--- src/rtl/fetch_pkg.sv ---
// Shared types and defaults for the instruction fetch queue.
package fetch_pkg;
  localparam int                      XLEN_DEF     = 32;
  localparam int                      DEPTH_DEF    = 4;
  localparam int                      MAX_OUT_DEF  = 2;
  localparam logic [XLEN_DEF-1:0]     RESET_PC_DEF = '0;
  localparam int                      INSTR_STEP   = 4;

  typedef struct packed {
    logic [XLEN_DEF-1:0] pc;
    logic [31:0]         instr;
  } fetch_entry_t;
endpackage

--- src/rtl/fetch_queue_if.sv ---
// Fetch-side bus: imem request/response, decode handoff and branch redirect.
interface fetch_queue_if #(parameter int XLEN = fetch_pkg::XLEN_DEF);
  logic            imem_req_valid_o;
  logic            imem_req_ready_i;
  logic [XLEN-1:0] imem_req_pc_o;
  logic            imem_resp_valid_i;
  logic [XLEN-1:0] imem_resp_pc_i;
  logic [31:0]     imem_resp_instr_i;
  logic            decode_valid_o;
  logic            decode_ready_i;
  logic [31:0]     decode_instr_o;
  logic [XLEN-1:0] decode_pc_o;
  logic            br_taken_i;
  logic [XLEN-1:0] br_tgt_addr_i;

  modport master (
    output imem_req_valid_o, imem_req_pc_o, decode_valid_o, decode_instr_o, decode_pc_o,
    input  imem_req_ready_i, imem_resp_valid_i, imem_resp_pc_i, imem_resp_instr_i,
           decode_ready_i, br_taken_i, br_tgt_addr_i
  );

  modport slave (
    input  imem_req_valid_o, imem_req_pc_o, decode_valid_o, decode_instr_o, decode_pc_o,
    output imem_req_ready_i, imem_resp_valid_i, imem_resp_pc_i, imem_resp_instr_i,
           decode_ready_i, br_taken_i, br_tgt_addr_i
  );
endinterface

--- src/rtl/fetch_fifo.sv ---
// Power-of-two synchronous FIFO with flush; pointers carry one wrap bit.
module fetch_fifo
  import fetch_pkg::*;
#(
  parameter int  DEPTH = DEPTH_DEF,
  parameter type T     = fetch_entry_t,
  localparam int AW    = $clog2(DEPTH)
) (
  input  logic        clk_i,
  input  logic        rst_i,
  input  logic        flush_i,
  input  logic        push_i,
  input  T            din_i,
  input  logic        pop_i,
  output T            dout_o,
  output logic        full_o,
  output logic        empty_o,
  output logic [AW:0] count_o
);
  T            mem_q [DEPTH];
  logic [AW:0] wptr_q, wptr_d, rptr_q, rptr_d;
  logic        push_ok, pop_ok;

  assign empty_o = (wptr_q == rptr_q);
  assign full_o  = (wptr_q[AW] != rptr_q[AW]) && (wptr_q[AW-1:0] == rptr_q[AW-1:0]);
  assign count_o = wptr_q - rptr_q;
  assign dout_o  = mem_q[rptr_q[AW-1:0]];

  assign push_ok = push_i && !flush_i;
  assign pop_ok  = pop_i && !empty_o && !flush_i;

  always_comb begin
    wptr_d = wptr_q + (AW+1)'(push_ok);
    rptr_d = rptr_q + (AW+1)'(pop_ok);
    if (flush_i) begin
      wptr_d = '0;
      rptr_d = '0;
    end
  end

  always_ff @(posedge clk_i) begin
    if (rst_i) begin
      wptr_q <= '0;
      rptr_q <= '0;
    end else begin
      wptr_q <= wptr_d;
      rptr_q <= rptr_d;
    end
  end

  always_ff @(posedge clk_i) begin
    if (push_ok) mem_q[wptr_q[AW-1:0]] <= din_i;
  end
endmodule

--- src/rtl/fetch_queue.sv ---
// Credit-based instruction fetcher: issues sequential imem requests, filters
// responses against the expected PC and buffers them for decode.
module fetch_queue
  import fetch_pkg::*;
#(
  parameter int              XLEN            = XLEN_DEF,
  parameter int              DEPTH           = DEPTH_DEF,
  parameter int              MAX_OUTSTANDING = MAX_OUT_DEF,
  parameter logic [XLEN-1:0] RESET_PC        = XLEN'(RESET_PC_DEF)
) (
  input  logic          clk_i,
  input  logic          rst_i,
  fetch_queue_if.master bus
);
  localparam int              CW      = $clog2(DEPTH) + 1;
  localparam logic [XLEN-1:0] STEP    = XLEN'(INSTR_STEP);
  localparam logic [CW:0]     DEPTH_C = (CW+1)'(DEPTH);
  localparam logic [CW-1:0]   MAXO_C  = CW'(MAX_OUTSTANDING);

  typedef struct packed {
    logic [XLEN-1:0] pc;
    logic [31:0]     instr;
  } entry_t;

  logic [XLEN-1:0] req_pc_q, req_pc_d, exp_pc_q, exp_pc_d;
  logic [CW-1:0]   outst_q, outst_d, occ;
  logic            full, empty, credit, req_valid, dec_valid;
  logic            fire, resp_ok, push, pop, redirect;
  entry_t          head, din;

  assign redirect = bus.br_taken_i;

  // Queue slots are reserved at issue time, so occupancy+in-flight never exceeds DEPTH.
  assign credit    = (({1'b0, occ} + {1'b0, outst_q}) < DEPTH_C) && (outst_q < MAXO_C);
  assign req_valid = !rst_i && credit && !redirect;
  assign fire      = req_valid && bus.imem_req_ready_i;

  assign resp_ok = !rst_i && bus.imem_resp_valid_i && (outst_q != '0);
  assign push    = resp_ok && !redirect && (bus.imem_resp_pc_i == exp_pc_q);
  assign din     = '{pc: bus.imem_resp_pc_i, instr: bus.imem_resp_instr_i};

  assign dec_valid = !rst_i && !empty;
  assign pop       = dec_valid && bus.decode_ready_i;

  assign bus.imem_req_valid_o = req_valid;
  assign bus.imem_req_pc_o    = req_pc_q;
  assign bus.decode_valid_o   = dec_valid;
  assign bus.decode_pc_o      = dec_valid ? head.pc    : '0;
  assign bus.decode_instr_o   = dec_valid ? head.instr : '0;

  always_comb begin
    outst_d  = outst_q + CW'(fire) - CW'(resp_ok);
    req_pc_d = fire ? req_pc_q + STEP : req_pc_q;
    exp_pc_d = push ? exp_pc_q + STEP : exp_pc_q;
    if (redirect) begin
      req_pc_d = bus.br_tgt_addr_i;
      exp_pc_d = bus.br_tgt_addr_i;
    end
  end

  always_ff @(posedge clk_i) begin
    if (rst_i) begin
      req_pc_q <= RESET_PC;
      exp_pc_q <= RESET_PC;
      outst_q  <= '0;
    end else begin
      req_pc_q <= req_pc_d;
      exp_pc_q <= exp_pc_d;
      outst_q  <= outst_d;
    end
  end

  fetch_fifo #(.DEPTH(DEPTH), .T(entry_t)) u_fifo (
    .clk_i   (clk_i),
    .rst_i   (rst_i),
    .flush_i (redirect),
    .push_i  (push),
    .din_i   (din),
    .pop_i   (pop),
    .dout_o  (head),
    .full_o  (full),
    .empty_o (empty),
    .count_o (occ)
  );

  a_no_overflow: assert property (@(posedge clk_i) disable iff (rst_i)
    !(push && full && !pop));
  a_resp_with_credit: assert property (@(posedge clk_i) disable iff (rst_i)
    bus.imem_resp_valid_i |-> (outst_q != '0));
endmodule

--- src/flat_wrapper.sv ---
// flat-port wrapper written by rule: the top's interface ports become plain ports
module fetch_queue_flat import fetch_pkg::*;
#(
  parameter int              XLEN            = XLEN_DEF,
  parameter int              DEPTH           = DEPTH_DEF,
  parameter int              MAX_OUTSTANDING = MAX_OUT_DEF,
  parameter logic [XLEN-1:0] RESET_PC        = XLEN'(RESET_PC_DEF)
)
  (clk_i, rst_i, bus_imem_req_valid_o, bus_imem_req_pc_o, bus_decode_valid_o, bus_decode_instr_o, bus_decode_pc_o, bus_imem_req_ready_i, bus_imem_resp_valid_i, bus_imem_resp_pc_i, bus_imem_resp_instr_i, bus_decode_ready_i, bus_br_taken_i, bus_br_tgt_addr_i);
  fetch_queue_if #(.XLEN(XLEN)) bus_i ();
  input  logic clk_i;
  input  logic rst_i;
  output wire logic [$bits(bus_i.imem_req_valid_o)-1:0] bus_imem_req_valid_o;
  output wire logic [$bits(bus_i.imem_req_pc_o)-1:0] bus_imem_req_pc_o;
  output wire logic [$bits(bus_i.decode_valid_o)-1:0] bus_decode_valid_o;
  output wire logic [$bits(bus_i.decode_instr_o)-1:0] bus_decode_instr_o;
  output wire logic [$bits(bus_i.decode_pc_o)-1:0] bus_decode_pc_o;
  input wire logic [$bits(bus_i.imem_req_ready_i)-1:0] bus_imem_req_ready_i;
  input wire logic [$bits(bus_i.imem_resp_valid_i)-1:0] bus_imem_resp_valid_i;
  input wire logic [$bits(bus_i.imem_resp_pc_i)-1:0] bus_imem_resp_pc_i;
  input wire logic [$bits(bus_i.imem_resp_instr_i)-1:0] bus_imem_resp_instr_i;
  input wire logic [$bits(bus_i.decode_ready_i)-1:0] bus_decode_ready_i;
  input wire logic [$bits(bus_i.br_taken_i)-1:0] bus_br_taken_i;
  input wire logic [$bits(bus_i.br_tgt_addr_i)-1:0] bus_br_tgt_addr_i;
  assign bus_imem_req_valid_o = bus_i.imem_req_valid_o;
  assign bus_imem_req_pc_o = bus_i.imem_req_pc_o;
  assign bus_decode_valid_o = bus_i.decode_valid_o;
  assign bus_decode_instr_o = bus_i.decode_instr_o;
  assign bus_decode_pc_o = bus_i.decode_pc_o;
  assign bus_i.imem_req_ready_i = bus_imem_req_ready_i;
  assign bus_i.imem_resp_valid_i = bus_imem_resp_valid_i;
  assign bus_i.imem_resp_pc_i = bus_imem_resp_pc_i;
  assign bus_i.imem_resp_instr_i = bus_imem_resp_instr_i;
  assign bus_i.decode_ready_i = bus_decode_ready_i;
  assign bus_i.br_taken_i = bus_br_taken_i;
  assign bus_i.br_tgt_addr_i = bus_br_tgt_addr_i;
  fetch_queue #(.XLEN(XLEN), .DEPTH(DEPTH), .MAX_OUTSTANDING(MAX_OUTSTANDING), .RESET_PC(RESET_PC)) u_core (.clk_i(clk_i), .rst_i(rst_i), .bus(bus_i));
endmodule
--- config.mk ---
export PLATFORM = sky130hd
export DESIGN_NAME = fetch_queue_flat
export DESIGN_NICKNAME = d
export VERILOG_FILES = /design/src/rtl/fetch_pkg.sv /design/src/rtl/fetch_queue_if.sv /design/src/rtl/fetch_fifo.sv /design/src/rtl/fetch_queue.sv /design/src/flat_wrapper.sv
export SDC_FILE = /design/constraint.sdc
export NUM_CORES = 1
export LEC_CHECK = 0
export CAP_MARGIN = 10
export CORE_ASPECT_RATIO = 0.7
export CORE_UTILIZATION = 50
export DETAILED_ROUTE_END_ITERATION = 16
export GPL_ROUTABILITY_DRIVEN = 0
export PLACE_DENSITY = 0.82
export SLEW_MARGIN = 10
export SYNTH_ARGS = -nofsm -noshare
export SYNTH_HDL_FRONTEND = slang
export SYNTH_SLANG_ARGS = --single-unit
--- constraint.sdc ---
create_clock -name clk_i -period 7.8 [get_ports clk_i]
set_input_delay 1.56 -clock clk_i [delete_from_list [all_inputs] [get_ports clk_i]]
set_output_delay 1.56 -clock clk_i [all_outputs]
set_load 0.02 [all_outputs]
==> impl_results.md <==
- Area added between synthesis and finish: 22.7%
- Worst VDD drop: 158 uV
- Fillers: between 2000 and 2500
- WL met1: 15.3 mm
- Post-synth top flop: edfxtp_1
- HPWL Detailed: between 20 and 25 mm
- Min cycle time layout: about 5.4 ns
- Post-CTS Repair Setup Buffers: 0
- Fmax achieved: approximately 190 MHz
- Inserted Clock Buffers: 31
- Die height: approximately 140 um
- Data arrival, critical path: ~3.8 ns
- Die width: about 210 um
- Vias per inst: between 5 and 6
- Routed Antenna Nets: 0
- Port bufs: roughly 200
- Met3 Routed Length: about 3.3 mm
- Dpl cells: approximately 1500
- Worst-Margin Slew: ~1.0 ns
- Worst setup path category: reg2out
- Final setup TNS: 0 ns
- Relative slew slack: 31.0%
- Post-CTS Resized: 0
- Core footprint: 28200 um^2
- EDFF count, synth: roughly 260
- Initial core utilization: about half
- Largest net degree at the start of global routing: between 60 and 70
- Routed wire length: approximately 35 mm
- WL met2: ~16 mm
- Multi-input logic area: ~5000 um^2
- Max-cap violations: 0
- Crit end category: output port
- Number of global-route vias before repair: between 9000 and 10000
- Place WS: between 2 and 2.5 ns
- Crit path launch type: flop
- First-pass GRT wire length: 53.8 mm
- WL/cell: between 20 and 25 um
- Post-Syn Instances: 1026
- DRT Pass-1 Iters: 6
- Routed vias: ~9500
- DRC viols: 0
- Leakage: roughly 0.0057 uW
- Final setup viols: 0
- Status: finished clean
- YS warnings: 0
- Post-CTS Hold Buffers: 0
- Nets: 1325
- Hold Path Class: reg2reg
- Cell taking the most area after synthesis: edfxtp_1
- Syn avg cell area: 14.2 um^2
- Hold_ws: between 0.4 and 0.5 ns
- Syn_nets: around 1100
- Die area: ~30000 um^2
- Share of cells above drive strength 1: 11.8%
- Clk sinks: between 300 and 400
- I/O pins: 200
- Register bit total from synthesis: 329
- Cell Rows: slightly above 50
- Final worst slack: between 2 and 2.5 ns
- Clk root buf: clkbuf_16
- Slew Limit Fails: 0
- Top post-synthesis cells by area: edfxtp_1 (53%), dfxtp_1 (10%), mux4_2 (9.9%)
- Share of the synthesized area in the top cell type: between 50 and 60%
- Clk_lat worst skew: approximately 0.57 ns
- Yosys cell types: 69
- CTS H-tree depth: 1
- Crit path required time: around 6.2 ns
- Register area: a little over 9000 um^2
- Fin util: 63.2%
- CTS tree: yes
- Final hold vios: 0
- RSZ-0062 raised after global routing: no
- Fraction of registers with async set/reset: 0%
- Clock Path Buffers: 3
- Antenna violations before repair: 2
- Initial detailed-routing violation count: 1003
- Cell Pwr Density: around 210 nW/um^2
- Sequential share of the synthesized area: a little over three fifths
- Clock Skews: ~0.026 ns
- GRT Total Usage: between 20% and 30%
- Reg clk slew, reported paths: around 0.06 ns
- Total grt overflow: 0
- DR top layer: met4
- Period utilization: between 60% and 70%
- Cell Area, Synth: 14500 um^2
- Non-filler instance count after layout: approximately 1600
- Crit-path max FO: 25
## cell usage after synthesis (16+ instances only)
library cell  instances
nand4_1              19
nor3_1               17
clkbuf_1             36
mux4_2               64
o21ai_0              21
a21oi_1              28
edfxtp_1            256
dfxtp_1              73
and3_1               17
nor2_1               30
xor2_1               37
inv_1                24
a31oi_1              20
a21boi_0             18
and2_1               16
nand2_1              69
nor2b_1              71
nand3_1              34
## final cells by class
type                       count  share of cell area (%)
clock inverter                21                    1.10
multi-input combinational    611                    28.3
antenna                        2                  0.0281
timing repair buffer         208                    11.5
tap                          371                    2.60
sequential                   329                    51.4
inverter                      27                   0.568
clock buffer                  37                    4.53
## cells by family after synthesis
kind of cell | after synthesis | share of synthesized area, %
flops | 329 | 63.0
mux | 73 | 10.6
fa+ha+maj | 15 | 1.39
compound gates | 152 | 7.13
xor+xnor | 47 | 2.83
simple gates | 324 | 12.6
buf+inv | 86 | 2.45
## path summary, 6_finish.rpt
check                                                start                                         to  slack (ns)  cells after the start
setup / recovery        u_core.u_fifo.rptr_q[0]$_SDFF_PP0_                       bus_imem_req_valid_o        2.45                      8
hold / removal    u_core.bus.imem_req_pc_o[1]$_SDFFE_PP0P_   u_core.bus.imem_req_pc_o[1]$_SDFFE_PP0P_        0.47                      2
setup reg to reg        u_core.u_fifo.rptr_q[0]$_SDFF_PP0_  u_core.bus.imem_req_pc_o[26]$_SDFFE_PP0P_        2.94                     12
hold reg to reg   u_core.bus.imem_req_pc_o[1]$_SDFFE_PP0P_   u_core.bus.imem_req_pc_o[1]$_SDFFE_PP0P_        0.47                      2
## metal layers
layer  vias to the layer above  GRT usage [%]
met1                      4691           34.8
met5                         -              0
met2                       447           36.0
li1                       4342              -
met3                        63           5.72
met4                         0           5.93
## flip-flops by register name, indices dropped and copies added, names as in the netlist
signal,count
u_core.bus.imem_req_pc_o,32
u_core.exp_pc_q,32
u_core.outst_q,3
u_core.u_fifo.mem_q,256
u_core.u_fifo.rptr_q,3
u_core.u_fifo.wptr_q,3
## power by group
| part | internal (uW) | switching, uW | leakage [uW] |
|---|---|---|---|
| clock network | 840 | 648 | 0.000482 |
| logic | 122 | 134 | 0.00232 |
| registers | 1910 | 42.6 | 0.00290 |
| total | 2870 | 825 | 0.00571 |
## metrics by stage
stage          total power (uW)  instance area [um^2]
2_1_floorplan              2110                 14500
3_3_place_gp               2230                 16800
3_5_place_dp               2240                 16800
4_1_cts                    3720                 17800
5_1_grt                    3810                 17800
6_report                   3700                 17800
## cell usage in the layout (no fill, tap or decap), types with 5 or more instances in the layout
master | Yosys | layout
clkinv_2 | 0 | 7
clkbuf_16 | 0 | 31
clkdlybuf4s50_1 | 0 | 197
nor2b_1 | 71 | 71
ha_1 | 13 | 13
xnor2_1 | 10 | 10
o21a_1 | 12 | 12
inv_1 | 24 | 24
a31oi_1 | 20 | 20
nand3_1 | 34 | 34
and2_1 | 16 | 16
a21boi_0 | 18 | 18
xor2_1 | 37 | 37
o31ai_1 | 7 | 7
nand2_1 | 69 | 69
a21oi_1 | 28 | 28
nand4_1 | 19 | 19
or3_1 | 5 | 5
nor2_1 | 30 | 30
nor4_1 | 15 | 15
o21ai_0 | 21 | 21
mux4_2 | 64 | 64
and4_1 | 8 | 8
and3_1 | 17 | 15
edfxtp_1 | 256 | 256
clkbuf_1 | 36 | 5
o22ai_1 | 7 | 7
nor4_2 | 5 | 5
dfxtp_1 | 73 | 71
buf_4 | 2 | 9
o31a_1 | 9 | 9
nor3_1 | 17 | 15
## critical path, stage by stage, from the launching register on
cell and delay, ns:
dfxtp_4 0.66, ha_1 0.24, inv_1 0.05, fa_1 0.37, xor2_1 0.18, ha_1 0.28
or4b_1 0.51, nor4_1 0.25, clkdlybuf4s50_1 0.67
Power figures use the tool's default switching activity.
